### src/rtl/pipe_stage_buf.sv
// pipe_stage_buf
// Pipeline stage register with a valid/ready handshake and a two-entry skid
// buffer (main entry drives the outputs, skid entry absorbs one beat of
// backpressure). Flush turns every held beat into a bubble (IR = NOP_IR,
// control = 0). Saturating counters record stall and flush events.
//
// Ports:
//   clk, rst (async active-low)
//   in_valid / in_ready / in_pc / in_ir / in_ctrl / in_data : upstream side
//   flush                                                  : kill held beats
//   out_valid / out_ready / out_pc / out_ir / out_ctrl / out_data : downstream
//   stall_cnt : cycles with out_valid=1 and out_ready=0 (saturating)
//   flush_cnt : flush cycles that killed a valid entry (saturating)
module pipe_stage_buf #(
    parameter int               PC_W   = 32,
    parameter int               IR_W   = 32,
    parameter int               CTRL_W = 16,
    parameter int               DATA_W = 128,
    parameter logic [IR_W-1:0]  NOP_IR = 32'h00000013,
    parameter int               CNT_W  = 16
) (
    input  logic              clk,
    input  logic              rst,
    input  logic              in_valid,
    output logic              in_ready,
    input  logic [PC_W-1:0]   in_pc,
    input  logic [IR_W-1:0]   in_ir,
    input  logic [CTRL_W-1:0] in_ctrl,
    input  logic [DATA_W-1:0] in_data,
    input  logic              flush,
    output logic              out_valid,
    input  logic              out_ready,
    output logic [PC_W-1:0]   out_pc,
    output logic [IR_W-1:0]   out_ir,
    output logic [CTRL_W-1:0] out_ctrl,
    output logic [DATA_W-1:0] out_data,
    output logic [CNT_W-1:0]  stall_cnt,
    output logic [CNT_W-1:0]  flush_cnt
);

    // Saturating increment: holds at all-ones instead of wrapping.
    function automatic logic [CNT_W-1:0] sat_inc(input logic [CNT_W-1:0] v,
                                                 input logic              en);
        logic [CNT_W-1:0] r;
        if (en && (v != {CNT_W{1'b1}})) begin
            r = v + {{(CNT_W-1){1'b0}}, 1'b1};
        end else begin
            r = v;
        end
        return r;
    endfunction

    logic              main_v_r;
    logic              skid_v_r;
    logic              in_ready_r;
    logic [PC_W-1:0]   main_pc_r;
    logic [IR_W-1:0]   main_ir_r;
    logic [CTRL_W-1:0] main_ctrl_r;
    logic [DATA_W-1:0] main_data_r;
    logic [PC_W-1:0]   skid_pc_r;
    logic [IR_W-1:0]   skid_ir_r;
    logic [CTRL_W-1:0] skid_ctrl_r;
    logic [DATA_W-1:0] skid_data_r;
    logic [CNT_W-1:0]  stall_cnt_r;
    logic [CNT_W-1:0]  flush_cnt_r;

    logic in_fire_s;
    logic out_fire_s;
    logic main_v_n_s;
    logic skid_v_n_s;
    logic ld_main_in_s;
    logic ld_main_skid_s;
    logic ld_skid_s;

    // in_ready is a register mirroring !skid_v, so no out_ready->in_ready path.
    assign in_fire_s  = in_valid & in_ready_r;
    assign out_fire_s = main_v_r & out_ready;

    // Next-state and load-enable decode for the {main_v, skid_v} occupancy.
    always_comb begin
        main_v_n_s     = main_v_r;
        skid_v_n_s     = skid_v_r;
        ld_main_in_s   = 1'b0;
        ld_main_skid_s = 1'b0;
        ld_skid_s      = 1'b0;
        if (flush) begin
            // Any beat accepted this cycle is consumed and dropped.
            main_v_n_s = 1'b0;
            skid_v_n_s = 1'b0;
        end else begin
            case ({main_v_r, skid_v_r})
                2'b00: begin
                    if (in_fire_s) begin
                        main_v_n_s   = 1'b1;
                        ld_main_in_s = 1'b1;
                    end else begin
                        main_v_n_s = 1'b0;
                    end
                end
                2'b10: begin
                    if (in_fire_s && out_fire_s) begin
                        ld_main_in_s = 1'b1;
                    end else if (in_fire_s) begin
                        skid_v_n_s = 1'b1;
                        ld_skid_s  = 1'b1;
                    end else if (out_fire_s) begin
                        main_v_n_s = 1'b0;
                    end else begin
                        main_v_n_s = 1'b1;
                    end
                end
                2'b11: begin
                    if (out_fire_s) begin
                        ld_main_skid_s = 1'b1;
                        skid_v_n_s     = 1'b0;
                    end else begin
                        skid_v_n_s = 1'b1;
                    end
                end
                default: begin
                    // Skid-only is unreachable; fall back to empty.
                    main_v_n_s = 1'b0;
                    skid_v_n_s = 1'b0;
                end
            endcase
        end
    end

    // Occupancy, ready and counter registers.
    always_ff @(posedge clk or negedge rst) begin
        if (!rst) begin
            main_v_r    <= 1'b0;
            skid_v_r    <= 1'b0;
            in_ready_r  <= 1'b1;
            stall_cnt_r <= {CNT_W{1'b0}};
            flush_cnt_r <= {CNT_W{1'b0}};
        end else begin
            main_v_r    <= main_v_n_s;
            skid_v_r    <= skid_v_n_s;
            in_ready_r  <= ~skid_v_n_s;
            stall_cnt_r <= sat_inc(stall_cnt_r, main_v_r & ~out_ready);
            flush_cnt_r <= sat_inc(flush_cnt_r, flush & (main_v_r | skid_v_r));
        end
    end

    // Main entry payload; an empty main always carries a bubble IR/ctrl.
    always_ff @(posedge clk or negedge rst) begin
        if (!rst) begin
            main_pc_r   <= {PC_W{1'b0}};
            main_ir_r   <= NOP_IR;
            main_ctrl_r <= {CTRL_W{1'b0}};
            main_data_r <= {DATA_W{1'b0}};
        end else begin
            if (ld_main_in_s) begin
                main_pc_r   <= in_pc;
                main_ir_r   <= in_ir;
                main_ctrl_r <= in_ctrl;
                main_data_r <= in_data;
            end else if (ld_main_skid_s) begin
                main_pc_r   <= skid_pc_r;
                main_ir_r   <= skid_ir_r;
                main_ctrl_r <= skid_ctrl_r;
                main_data_r <= skid_data_r;
            end else begin
                main_pc_r   <= main_pc_r;
                main_ir_r   <= main_ir_r;
                main_ctrl_r <= main_ctrl_r;
                main_data_r <= main_data_r;
            end
            // pc/data keep their last value in a bubble; only IR/ctrl are scrubbed.
            if (!main_v_n_s) begin
                main_ir_r   <= NOP_IR;
                main_ctrl_r <= {CTRL_W{1'b0}};
            end
        end
    end

    // Skid entry payload.
    always_ff @(posedge clk or negedge rst) begin
        if (!rst) begin
            skid_pc_r   <= {PC_W{1'b0}};
            skid_ir_r   <= NOP_IR;
            skid_ctrl_r <= {CTRL_W{1'b0}};
            skid_data_r <= {DATA_W{1'b0}};
        end else if (ld_skid_s) begin
            skid_pc_r   <= in_pc;
            skid_ir_r   <= in_ir;
            skid_ctrl_r <= in_ctrl;
            skid_data_r <= in_data;
        end else begin
            skid_pc_r   <= skid_pc_r;
            skid_ir_r   <= skid_ir_r;
            skid_ctrl_r <= skid_ctrl_r;
            skid_data_r <= skid_data_r;
        end
    end

    assign in_ready  = in_ready_r;
    assign out_valid = main_v_r;
    assign out_pc    = main_pc_r;
    assign out_ir    = main_ir_r;
    assign out_ctrl  = main_ctrl_r;
    assign out_data  = main_data_r;
    assign stall_cnt = stall_cnt_r;
    assign flush_cnt = flush_cnt_r;

endmodule

### config.mk
export PLATFORM = sky130hd
export DESIGN_NAME = pipe_stage_buf
export DESIGN_NICKNAME = d
export VERILOG_FILES = /design/src/rtl/pipe_stage_buf.sv
export SDC_FILE = /design/constraint.sdc
export NUM_CORES = 1
export LEC_CHECK = 0
export BUFFER_PORTS_ARGS = -buffer_cell sky130_fd_sc_hd__buf_2
export CAP_MARGIN = 20
export CORE_MARGIN = 2
export CORE_UTILIZATION = 35
export DETAILED_ROUTE_END_ITERATION = 16
export GPL_ROUTABILITY_DRIVEN = 0
export PLACE_DENSITY = 0.55
export SLEW_MARGIN = 20
export SYNTH_ARGS = -nofsm -noshare
export SYNTH_HDL_FRONTEND = slang
export SYNTH_SLANG_ARGS = --single-unit
### constraint.sdc
create_clock -name clk -period 5.9 [get_ports clk]
set_clock_uncertainty 0.2 [all_clocks]
set_input_delay 0.295 -clock clk [delete_from_list [all_inputs] [get_ports clk]]
set_output_delay 0.295 -clock clk [all_outputs]
set_load 0.03 [all_outputs]
# After elaboration in Yosys (flattened, before gate mapping)
# Index checks and enable logic that the tools add are counted.
classes:
  addsub: 2
  n_eq_ne: 5
  n_mux: 29
  n_bitwise: 7
  n_reduce_logical: 5
ops:
  columns: ["operator", "n"]
  rows:
  - ["128-bit 2-to-1 mux", 2]
  - ["32-bit 2-to-1 mux", 5]
  - ["16-bit 2-to-1 mux", 3]
  - ["16-bit by 1-bit adder with 16-bit output (second input constant)", 2]
  - ["16-bit inequality test (second input constant)", 2]
  - ["1-bit 2-to-1 mux", 16]
  - ["1-bit one-hot mux with 3 select lines", 2]
  - ["1-bit bitwise AND", 4]
  - ["2-bit == test (second input constant)", 2]
  - ["1-bit logical AND", 3]
  - ["3-bit by 1-bit inequality test with 1-bit output (second input constant)", 1]
  - ["2-bit zero test", 1]
  - ["1-bit inverter", 2]
  - ["1-bit one-hot mux with 2 select lines", 1]
  - ["2-bit nonzero test", 1]
  - ["1-bit bitwise OR", 1]
word_totals:
  reg_bits: 451
  out_inout_bits: 242

# Depth between registers and ports, before layout
# Gate-level depths: netlist of the first run.
depth:
  ltp_word: 7
  ltp_mapped: 7
  mapped_depth_nobuf: 5

# Worst setup path after synthesis of the first run
# OpenSTA, ideal clock, no wires.
synth_timing:
  kind: "register -> register"
  start: "reg flush_cnt_r[0], in the netlist flush_cnt[0]"
  end: "reg flush_cnt_r[9], in the netlist flush_cnt[9]"
  arrival_ps: 1874
  t_required_ps: 5562
  setup_slack_ps: 3688
  path_stages_with_launch: 7
  n_path_buf: 1
  path_cell_list: "dfrtp_1 ha_1 nand4_1 nor4_1 buf_2 nor4_1 xor2_1"
synth_between:
  elab_chain_len: 2
  elab_cells_between_ends: 3
  classes_between: "add/sub (1); eq/ne (1); reduce/logical (1)"
synth_rtl:
  columns: ["element", "line", "text"]
  rows:
  - ["from (decl)", "65", "logic [CNT_W-1:0] flush_cnt_r;"]
  - ["from (signal assigned)", "136", "flush_cnt_r <= {CNT_W{1'b0}};"]
  - ["from (signal assigned)", "142", "flush_cnt_r <= sat_inc(flush_cnt_r, flush & (main_v_r | skid_v_r));"]
  - ["branches (longest 2 deep; another with 16-bit by 1-bit adder with 16-bit output)", null, null]
# Several ways; the timed one is not identified.
# A chain may end at the register's enable or synchronous reset.

# Final worst setup path of the first run
layout_timing:
  start: "reg main_v_r, in the netlist out_valid"
  end: "reg skid_data_r[66]"
layout_between:
  elab_chain_len: 5
  elab_cells_between_ends: 6
  classes_between: "eq/ne (1); mux (3); bitwise (1); reduce/logical (1)"
layout_rtl:
  columns: ["element", "line", "text"]
  rows:
  - ["from (decl)", "53", "logic main_v_r;"]
  - ["from (signal assigned)", "138", "main_v_r <= main_v_n_s;"]
  - ["1-bit bitwise AND", "77", "assign out_fire_s = main_v_r & out_ready;"]
  - ["1-bit logical AND", "101", "if (in_fire_s && out_fire_s) begin"]
  - ["1-bit 2-to-1 mux", "101", null]
  - ["1-bit 2-to-1 mux (*)", "91", "case ({main_v_r, skid_v_r})"]
  - ["1-bit 2-to-1 mux (*)", "86", "if (flush) begin"]
  - ["to (signal assigned)", "184", "skid_data_r <= {DATA_W{1'b0}};"]
  - ["to (signal assigned)", "189", "skid_data_r <= in_data;"]
  - ["to (signal assigned)", "194", "skid_data_r <= skid_data_r;"]
  - ["to (decl)", "63", "logic [DATA_W-1:0] skid_data_r;"]
# Every way passes the cells marked *; elsewhere a longest branch is shown, timed or not.

==> results of run 1 <==
-- state kept, by name, summed over array words and instances, names as in the netlist --
register     cells
out_data       128
skid_data_r    128
out_ir          32
out_pc          32
skid_ir_r       32
skid_pc_r       32
flush_cnt       16
out_ctrl        16
skid_ctrl_r     16
stall_cnt       16
in_ready         1
out_valid        1
skid_v_r         1
-- worst register-to-register path: cells and delay by family (launching register included) --
family                 cells  cell delay (ps)
AND/OR/NAND/NOR            3              900
multiplexers               1              760
buffers and inverters      1              490
flip-flops                 1              460
-- final cells by class --
type                       instances  area (um^2)
clock buffer                      77         1460
sequential                       451        11300
tap                              680          851
clock inverter                    13         77.6
timing repair buffer             681         4610
antenna                            2         5.00
inverter                          48          180
fill                            4589        26500
multi-input combinational        702         6280
-- worst paths after layout --
check	from	endpoint	slack, ps	cells past startpoint
setup / recovery	out_valid$_DFF_PN0_	skid_data_r[66]$_DFFE_PN0P_	2970	5
hold / removal	rst	out_data[10]$_DFFE_PN0P_	80	2
setup reg to reg	out_valid$_DFF_PN0_	skid_data_r[66]$_DFFE_PN0P_	2970	5
hold reg to reg	out_pc[6]$_DFFE_PN0P_	out_pc[6]$_DFFE_PN0P_	270	1
max in group asynchronous	rst	out_ir[28]$_DFFE_PN0P_	4030	3
min in group clk	out_pc[6]$_DFFE_PN0P_	out_pc[6]$_DFFE_PN0P_	270	1
-- layer usage --
| layer | global-route usage (%) | vias up | routed length [um] |
|---|---|---|---|
| met5 | 0 | - | 0 |
| met4 | 4.19 | 0 | 863 |
| met3 | 5.32 | 61 | 3680 |
| met2 | 28.7 | 377 | 23100 |
| met1 | 23.8 | 6846 | 21300 |
| li1 | - | 6120 | - |
-- cells by family after synthesis --
family | count (synthesis)
flops | 451
xor+xnor | 28
compound gates | 372
mux | 212
buf+inv | 141
simple gates | 88
fa+ha+maj | 2
-- power by group --
group          switching [mW]  internal, mW  leakage [nW]  total, mW
Combinational           0.993         0.773          6.48       1.77
Clock                    1.24          1.70         0.758       2.94
Sequential              0.353          3.72          5.64       4.07
-- Yosys cell counts --
master	n	area, um^2
a21oi_1	1	5.00
o21ai_0	3	15.0
mux2_1	32	360
or2_2	3	18.8
nand4b_1	3	26.3
and2b_1	1	7.51
nor4b_1	3	26.3
mux2_2	180	2030
or4_1	1	7.51
nor2b_1	1	6.26
clkbuf_1	35	131
nor3b_1	3	22.5
nor2_1	13	48.8
nor2_2	1	6.26
and2_1	1	6.26
dfrtp_1	444	11100
buf_2	44	220
nor4_1	11	68.8
buf_4	13	97.6
o22ai_1	3	18.8
xor2_1	25	219
xnor2_1	3	26.3
ha_1	2	25.0
nand4_1	11	68.8
nand2b_1	3	18.8
nand3_1	9	45.0
a222oi_1	45	450
a22o_1	160	1400
and4b_1	1	10.0
buf_1	1	3.75
inv_1	48	180
dfstp_2	7	184
nor3_1	9	45.0
or3_1	2	12.5
nand2_1	10	37.5
nor3_2	1	10.0
a21o_1	160	1200
nand3b_1	1	7.51
==> results.txt, run 1 <==
----------------------------------------------------
[STA]
  Min cycle time layout ... between 2000 and 3000 ps
  Fmax ... roughly 340 MHz
  Period Utilization, post-route ... 49.7%
  Setup TNS ... 0 ps
  Final count of hold timing violations ... 0
  Final max-slew violation count ... 0
  Hold_ws ... 83.1 ps
  Unrepaired setup endpoints after global routing ... no
  Measured slew at the worst slew-check pin ... between 1000 and 1500 ps
  Min setup slack post-route ... approximately 3000 ps
  Relative max-transition margin ... a little over a quarter
  Setup-failing EPs final ... 0

[Run]
  Count of max-cap constraint violations ... 0

[Setup path]
  Data required time at the worst endpoint ... just over 6000 ps
  Endpoint type of the worst setup path ... register
  Number of buffers and inverters on the critical path ... 1
  Data arrival time of the critical path ... ~3200 ps
  Crit path kind ... reg -> reg
  Cell type group with the largest total delay on the critical path ... simple AND/OR/NAND/NOR gates
  Max FO, Critical Path ... between 100 and 150
  Category of the worst setup path launch point ... register
  Slowest stage cell on the critical path ... nor2_4
  CP peak stage delay ... ~500 ps
  Cells traversed along the worst timing path ... and2b_1, nand2b_1, nor2_4, buf_12, mux2_2

[Synth]
  Number of nets in the synthesized netlist ... about 1,500
  Yosys warnings ... 0
  Syn_area_per_cell ... ~14 um^2
  Share of the yosys chip area belonging to registers ... approximately 62%
  Xor/xnor cell area share of the yosys netlist ... about 1.3%
  Multiplexer share of the synthesized area ... about an eighth
  Post-synthesis instance area ... about 0.018 mm^2
  Synthesized instance count ... ~1,300
  Area share of fa/ha/maj cells after synthesis ... 0.138%
  Post-synthesis register bit count ... around 450
  Dominant combinational cell family by area after synthesis ... compound AO/OA/AOI/OAI gates
  Simple-gate share of the synthesized area ... between 2 and 3%
  Count of cell types in the netlist ... 38
  Area fraction in compound gates after synthesis ... between 15 and 20%

[Cells and area]
  Final net count ... ~2,100
  Commonest non-fill, non-tap cells in the layout ... 453 x buf_2, 444 x dfrtp_1, 213 x dlygate4sd3_1
  Most common library cell in the layout ignoring fill and taps ... buf_2
  Growth of design area from synthesis to finish ... 36.2%
  Share of cells above drive strength 1 ... between 30 and 40%
  Share of the core filled with cells ... roughly half
  Layout Cell Area excl Fill ... between 0.02 and 0.025 mm^2
  Number of non-filler instances in the completed layout ... between 2,000 and 3,000

[Floorplanning]
  Initial cell density of the core ... roughly 35%
  Width of the die ... 232 um
  Area of the core ... just over 0.05 mm^2
  Area enclosed by the die boundary ... approximately 0.054 mm^2
  Total I/O pin count ... about 460
  Standard-cell row count ... slightly above 80
  Y dimension of the die ... 232 um

[Clocking]
  Clock Tree Root ... clkbuf_16
  Number of clock sinks ... roughly 450
  Register clock-pin slew on the reported worst setup and hold paths ... 60 ps
  Number of gates resized after cts ... 0
  TritonCTS clock tree ... built
  Post CTS Setup Buffer Count ... 0
  Clock insertion delay at the later pin of the skew report ... 570 ps
  Number of buffers inserted during clock tree synthesis ... about 50
  Number of buffers inserted for hold repair after clock tree synthesis ... ~210
  Count of H-tree levels built during CTS ... 2
  Maximum number of buffers from clock root to sink ... 3

[Status]
  Outcome ... finished clean

[GRT]
  Wire length of the first global-routing pass ... 77,100 um
  Antenna violations before repair ... 2
  Total global routing track utilization ... 17.9%
  Pin count of the biggest net entering global routing ... between 200 and 250
  Via count of the first global-routing pass ... 13,590
  Overflow left after global routing ... 0

[Pwr]
  Leakage power figure ... ~13 nW
  Power density over the cells ... around 350 mW/mm^2
  Largest voltage drop on the vdd net ... between 200 and 250 uV
  Final Total Pwr ... 8.78 mW

[Route]
  Count of antenna-violating nets left after detailed routing ... 0
  DRC violation total after the first TritonRoute iteration ... 912
  Number of vias per cell after detailed routing ... roughly 5.1
  Number of vias in the routed layout ... around 13,000
  First drt pass iteration count ... 8
  Per-cell routed wire length ... ~18 um
  DRC Markers ... 0
  Overall routed net length ... a little under 50,000 um

[Place]
  Port buffer count ... roughly 450
  Worst Setup Slack post-DPL ... ~3000 ps
  Post-detailed-placement cell area ... approximately 0.021 mm^2
  Instance count after placement with tap cells included ... ~2,300
  Post-detailed-placement half-perimeter wirelength ... 30,100 um

[Worst hold path]
  Hold WC Path Type ... in -> async

----------------------------------------------------
Power figures use the tool's default switching activity.
==> run 2, diff against run 1 <==
--- a/config.mk
+++ b/config.mk
@@ -5,6 +5,7 @@
 export SDC_FILE = /design/constraint.sdc
 export NUM_CORES = 1
 export LEC_CHECK = 0
+export ABC_AREA = 1
 export BUFFER_PORTS_ARGS = -buffer_cell sky130_fd_sc_hd__buf_2
 export CAP_MARGIN = 20
 export CORE_MARGIN = 2
==> constraint.sdc (replaced) <==
create_clock -name clk -period 3 [get_ports clk]
set_clock_uncertainty 0.2 [all_clocks]
set_input_delay 0.15 -clock clk [delete_from_list [all_inputs] [get_ports clk]]
set_output_delay 0.15 -clock clk [all_outputs]
set_load 0.03 [all_outputs]
==> run 2 against run 1 <==
Net effect: area after synthesis grew 7.1%; fmax rose by 17%; critical path depth increased by 3; global-route usage increased by 3.3 points; setup slack worse by 2500 ps; register-to-register slack worse by 2500 ps; core utilization decreased by 0.46 points; synthesized cell count is 68% higher; die area is 7.0% higher; critical endpoint is now out_data[74]$_DFFE_PN0P_; largest cell class unchanged.
==> results.txt, run 2 <==
----------------------------------------------------
[Status]
  Outcome ... finished clean

[GRT]
  Wire length of the first global-routing pass ... 97,500 um (+26%)
  Overflow left after global routing ... 0 (unchanged)
  Pin count of the biggest net entering global routing ... 162 (-21%)
  Via count of the first global-routing pass ... 17,338 (+28%)
  Antenna violations before repair ... 6 (+4)
  Total global routing track utilization ... 21.2% (+3.3 points)

[Setup path]
  Max FO, Critical Path ... 81 (-36%)
  Cells traversed along the worst timing path ... nand2_1, nor2_4, nand3_4, nand2_2, inv_6, buf_12, nand2_1, o211ai_1
  Endpoint type of the worst setup path ... register
  Worst reg-to-reg path cell count ... 8 (+3)
  CP peak stage delay ... 530 ps (+30 ps)
  Data arrival time of the critical path ... 2740 ps (-440 ps)
  Data required time at the worst endpoint ... 3230 ps (-2920 ps)
  Cell mode on critical path ... nand2_1
  Slowest stage cell on the critical path ... dfstp_2
  Crit path kind ... reg -> reg
  Category of the worst setup path launch point ... register

[Synth]
  Top area cells in the synthesized netlist ... dfrtp_1 57%, nand2_1 10%, o211ai_1 6.2%
  Number of nets in the synthesized netlist ... 2,388 (+58%)
  EDFF count, synth ... 0 (unchanged)
  Proportion of register bits with asynchronous set or reset after synthesis ... 100% (unchanged)
  Commonest cells post-synth ... 538 x nand2_1, 444 x dfrtp_1, 234 x inv_1, 226 x o21ai_0, 172 x nand4_1
  Syn_area_per_cell ... 8.96 um^2 (-36%)
  Top cell type's share of synthesized area ... 57.1% (-4.1 points)
  Post-synth top flop ... dfrtp_1
  Library cell with the highest instance count after synthesis ... nand2_1
  Post-synthesis instance area ... 0.0195 mm^2 (+7.1%)
  Post-synthesis register bit count ... 451 (unchanged)
  Yosys warnings ... 0 (unchanged)
  Share of the yosys chip area belonging to registers ... 58.0% (-4.1 points)
  Count of cell types in the netlist ... 26 (-32%)
  Synthesized instance count ... 2,173 (+68%)
  Biggest area consumer among synthesized cells ... dfrtp_1

[Clocking]
  TritonCTS clock tree ... built
  Number of buffers inserted during clock tree synthesis ... 51 (+4.1%)
  Number of clock sinks ... 451 (unchanged)
  Clock insertion delay at the later pin of the skew report ... 590 ps (+20 ps)
  Count of H-tree levels built during CTS ... 2 (unchanged)
  Number of gates resized after cts ... 0 (unchanged)
  Clock Tree Root ... clkbuf_16
  Maximum number of buffers from clock root to sink ... 3 (unchanged)
  Register clock-pin slew on the reported worst setup and hold paths ... 60 ps (about the same)

[STA]
  Setup TNS ... 0 ps (unchanged)
  Relative max-transition margin ... 29.2% (+2.8 points)
  Measured slew at the worst slew-check pin ... 1060 ps (-42.4 ps)
  Final count of hold timing violations ... 0 (unchanged)
  Setup-failing EPs final ... 0 (unchanged)
  Unrepaired setup endpoints after global routing ... no
  Period Utilization, post-route ... 83.5% (+34 points)
  Final max-slew violation count ... 0 (unchanged)
  Hold_ws ... 147 ps (+64.3 ps)
  Min cycle time layout ... 2510 ps (-424 ps)
  Fmax ... 399 MHz (+17%)

[Route]
  Overall routed net length ... 62,000 um (+27%)
  DRC Markers ... 0 (unchanged)
  Number of vias per cell after detailed routing ... 5.00 (-0.94%)
  First drt pass iteration count ... 7 (-1)
  Count of antenna-violating nets left after detailed routing ... 0 (unchanged)
  DRC violation total after the first TritonRoute iteration ... 1,121 (+23%)
  Number of vias in the routed layout ... 17,830 (+33%)
  Per-cell routed wire length ... 17.4 um (-5.8%)

[Run]
  Count of max-cap constraint violations ... 0 (unchanged)

[Cells and area]
  Growth of design area from synthesis to finish ... 35.2%
  Final net count ... 2,989 (+39%)
  Number of non-filler instances in the completed layout ... 3,564 (+34%)
  Share of cells above drive strength 1 ... 21.0% (-16 points)
  Commonest non-fill, non-tap cells in the layout ... 538 x nand2_1, 452 x buf_2, 444 x dfrtp_1
  Most common library cell in the layout ignoring fill and taps ... nand2_1

[Floorplanning]
  Initial cell density of the core ... 35.3% (-0.085 points)
  Area of the core ... 0.0551 mm^2 (+7.4%)
  Y dimension of the die ... 240 um (+3.4%)
  Total I/O pin count ... 455 (unchanged)
  Area enclosed by the die boundary ... 0.0575 mm^2 (+7.0%)
  Width of the die ... 240 um (+3.4%)
  Standard-cell row count ... 86 (+3.6%)

[Place]
  Port buffer count ... 454 (unchanged)
  Post-detailed-placement half-perimeter wirelength ... 38,700 um (+28%)
  Instance count after placement with tap cells included ... 3,251 (+38%)

[Pwr]
  Final Total Pwr ... 18.6 mW (+110%)
  Power density over the cells ... 706 mW/mm^2 (+99%)
  Largest voltage drop on the vdd net ... 442 uV (+110%)
  Leakage power figure ... 13.0 nW (+0.99%)

[Worst hold path]
  Hold WC Path Type ... in -> reg
  Worst Hold Depth ... 4

----------------------------------------------------
## run 2: cell families (layout without fill, tap and decap cells)
| family | Yosys count | in the layout | synth area share [%] |
|---|---|---|---|
| AO/OA/AOI/OAI | 475 | 475 | 14.3 |
| XOR/XNOR | 15 | 15 | 0.675 |
| adder cells (fa/ha/maj) | 2 | 2 | 0.128 |
| buffers and inverters | 394 | 1033 | 8.16 |
| flip-flops | 451 | 451 | 58.0 |
| other | 0 | 4 | 0 |
| AND/OR/NAND/NOR | 836 | 836 | 18.7 |
## run 2: cell type report
| cell class | count | area, um^2 |
|---|---|---|
| fill | 5259 | 28800 |
| sequential | 451 | 11300 |
| multi-input combinational | 1328 | 6610 |
| timing repair buffer | 705 | 4850 |
| clock buffer | 74 | 1520 |
| tap | 748 | 936 |
| inverter | 237 | 902 |
| clock inverter | 17 | 208 |
| antenna | 4 | 10.0 |
## run 2: worst max-delay path, delay by kind of cell (launching register included)
family | cells | cell delay, ps
AOI/OAI and AO/OA | 1 | 90
buffers and inverters | 2 | 560
and+or+nand+nor | 5 | 880
DFF | 1 | 530
## run 2: worst paths after layout
path	end	slack [ps]	from
worst max register to register	out_data[74]$_DFFE_PN0P_	490	in_ready$_DFF_PN1_
min in group asynchronous	skid_pc_r[24]$_DFFE_PN0P_	490	rst
max in group asynchronous	skid_data_r[98]$_DFFE_PN0P_	1280	rst
worst min-delay path	skid_data_r[101]$_DFFE_PN0P_	150	in_data[101]
worst min register to register	skid_ir_r[0]$_DFFE_PN1P_	260	skid_ir_r[0]$_DFFE_PN1P_
worst max-delay path	out_data[74]$_DFFE_PN0P_	490	in_ready$_DFF_PN1_
## run 2: through the flow
step / worst slack, ps / utilization, % / cell area, um^2
after floorplan: 1030 / - / 19500
after global placement: 611 / 40.7 / 22400
after detailed placement: 497 / 40.7 / 22400
after CTS: 488 / 47.8 / 26300
after global routing: 318 / 47.8 / 26300
final: 494 / 47.8 / 26300
## run 2: power breakdown
group	switching [mW]	internal, mW	total, mW
combinational	2.73	1.39	4.11
sequential	0.734	7.32	8.06
clock	2.56	3.85	6.41
## run 2: repair_timing
item / 4_1_cts / 5_1_grt
setup buffers: 0 / 0
hold buffers: 218 / 0
endpoints found under the hold margin: 828 / 0
## run 2: metal layers
layer | track usage, % | routed length (um) | up-vias
li1 | - | - | 8483
met1 | 28.5 | 26700 | 8667
met2 | 33.1 | 28700 | 552
met3 | 5.51 | 4560 | 122
met4 | 7.55 | 2110 | 6
met5 | 0 | 44 | -
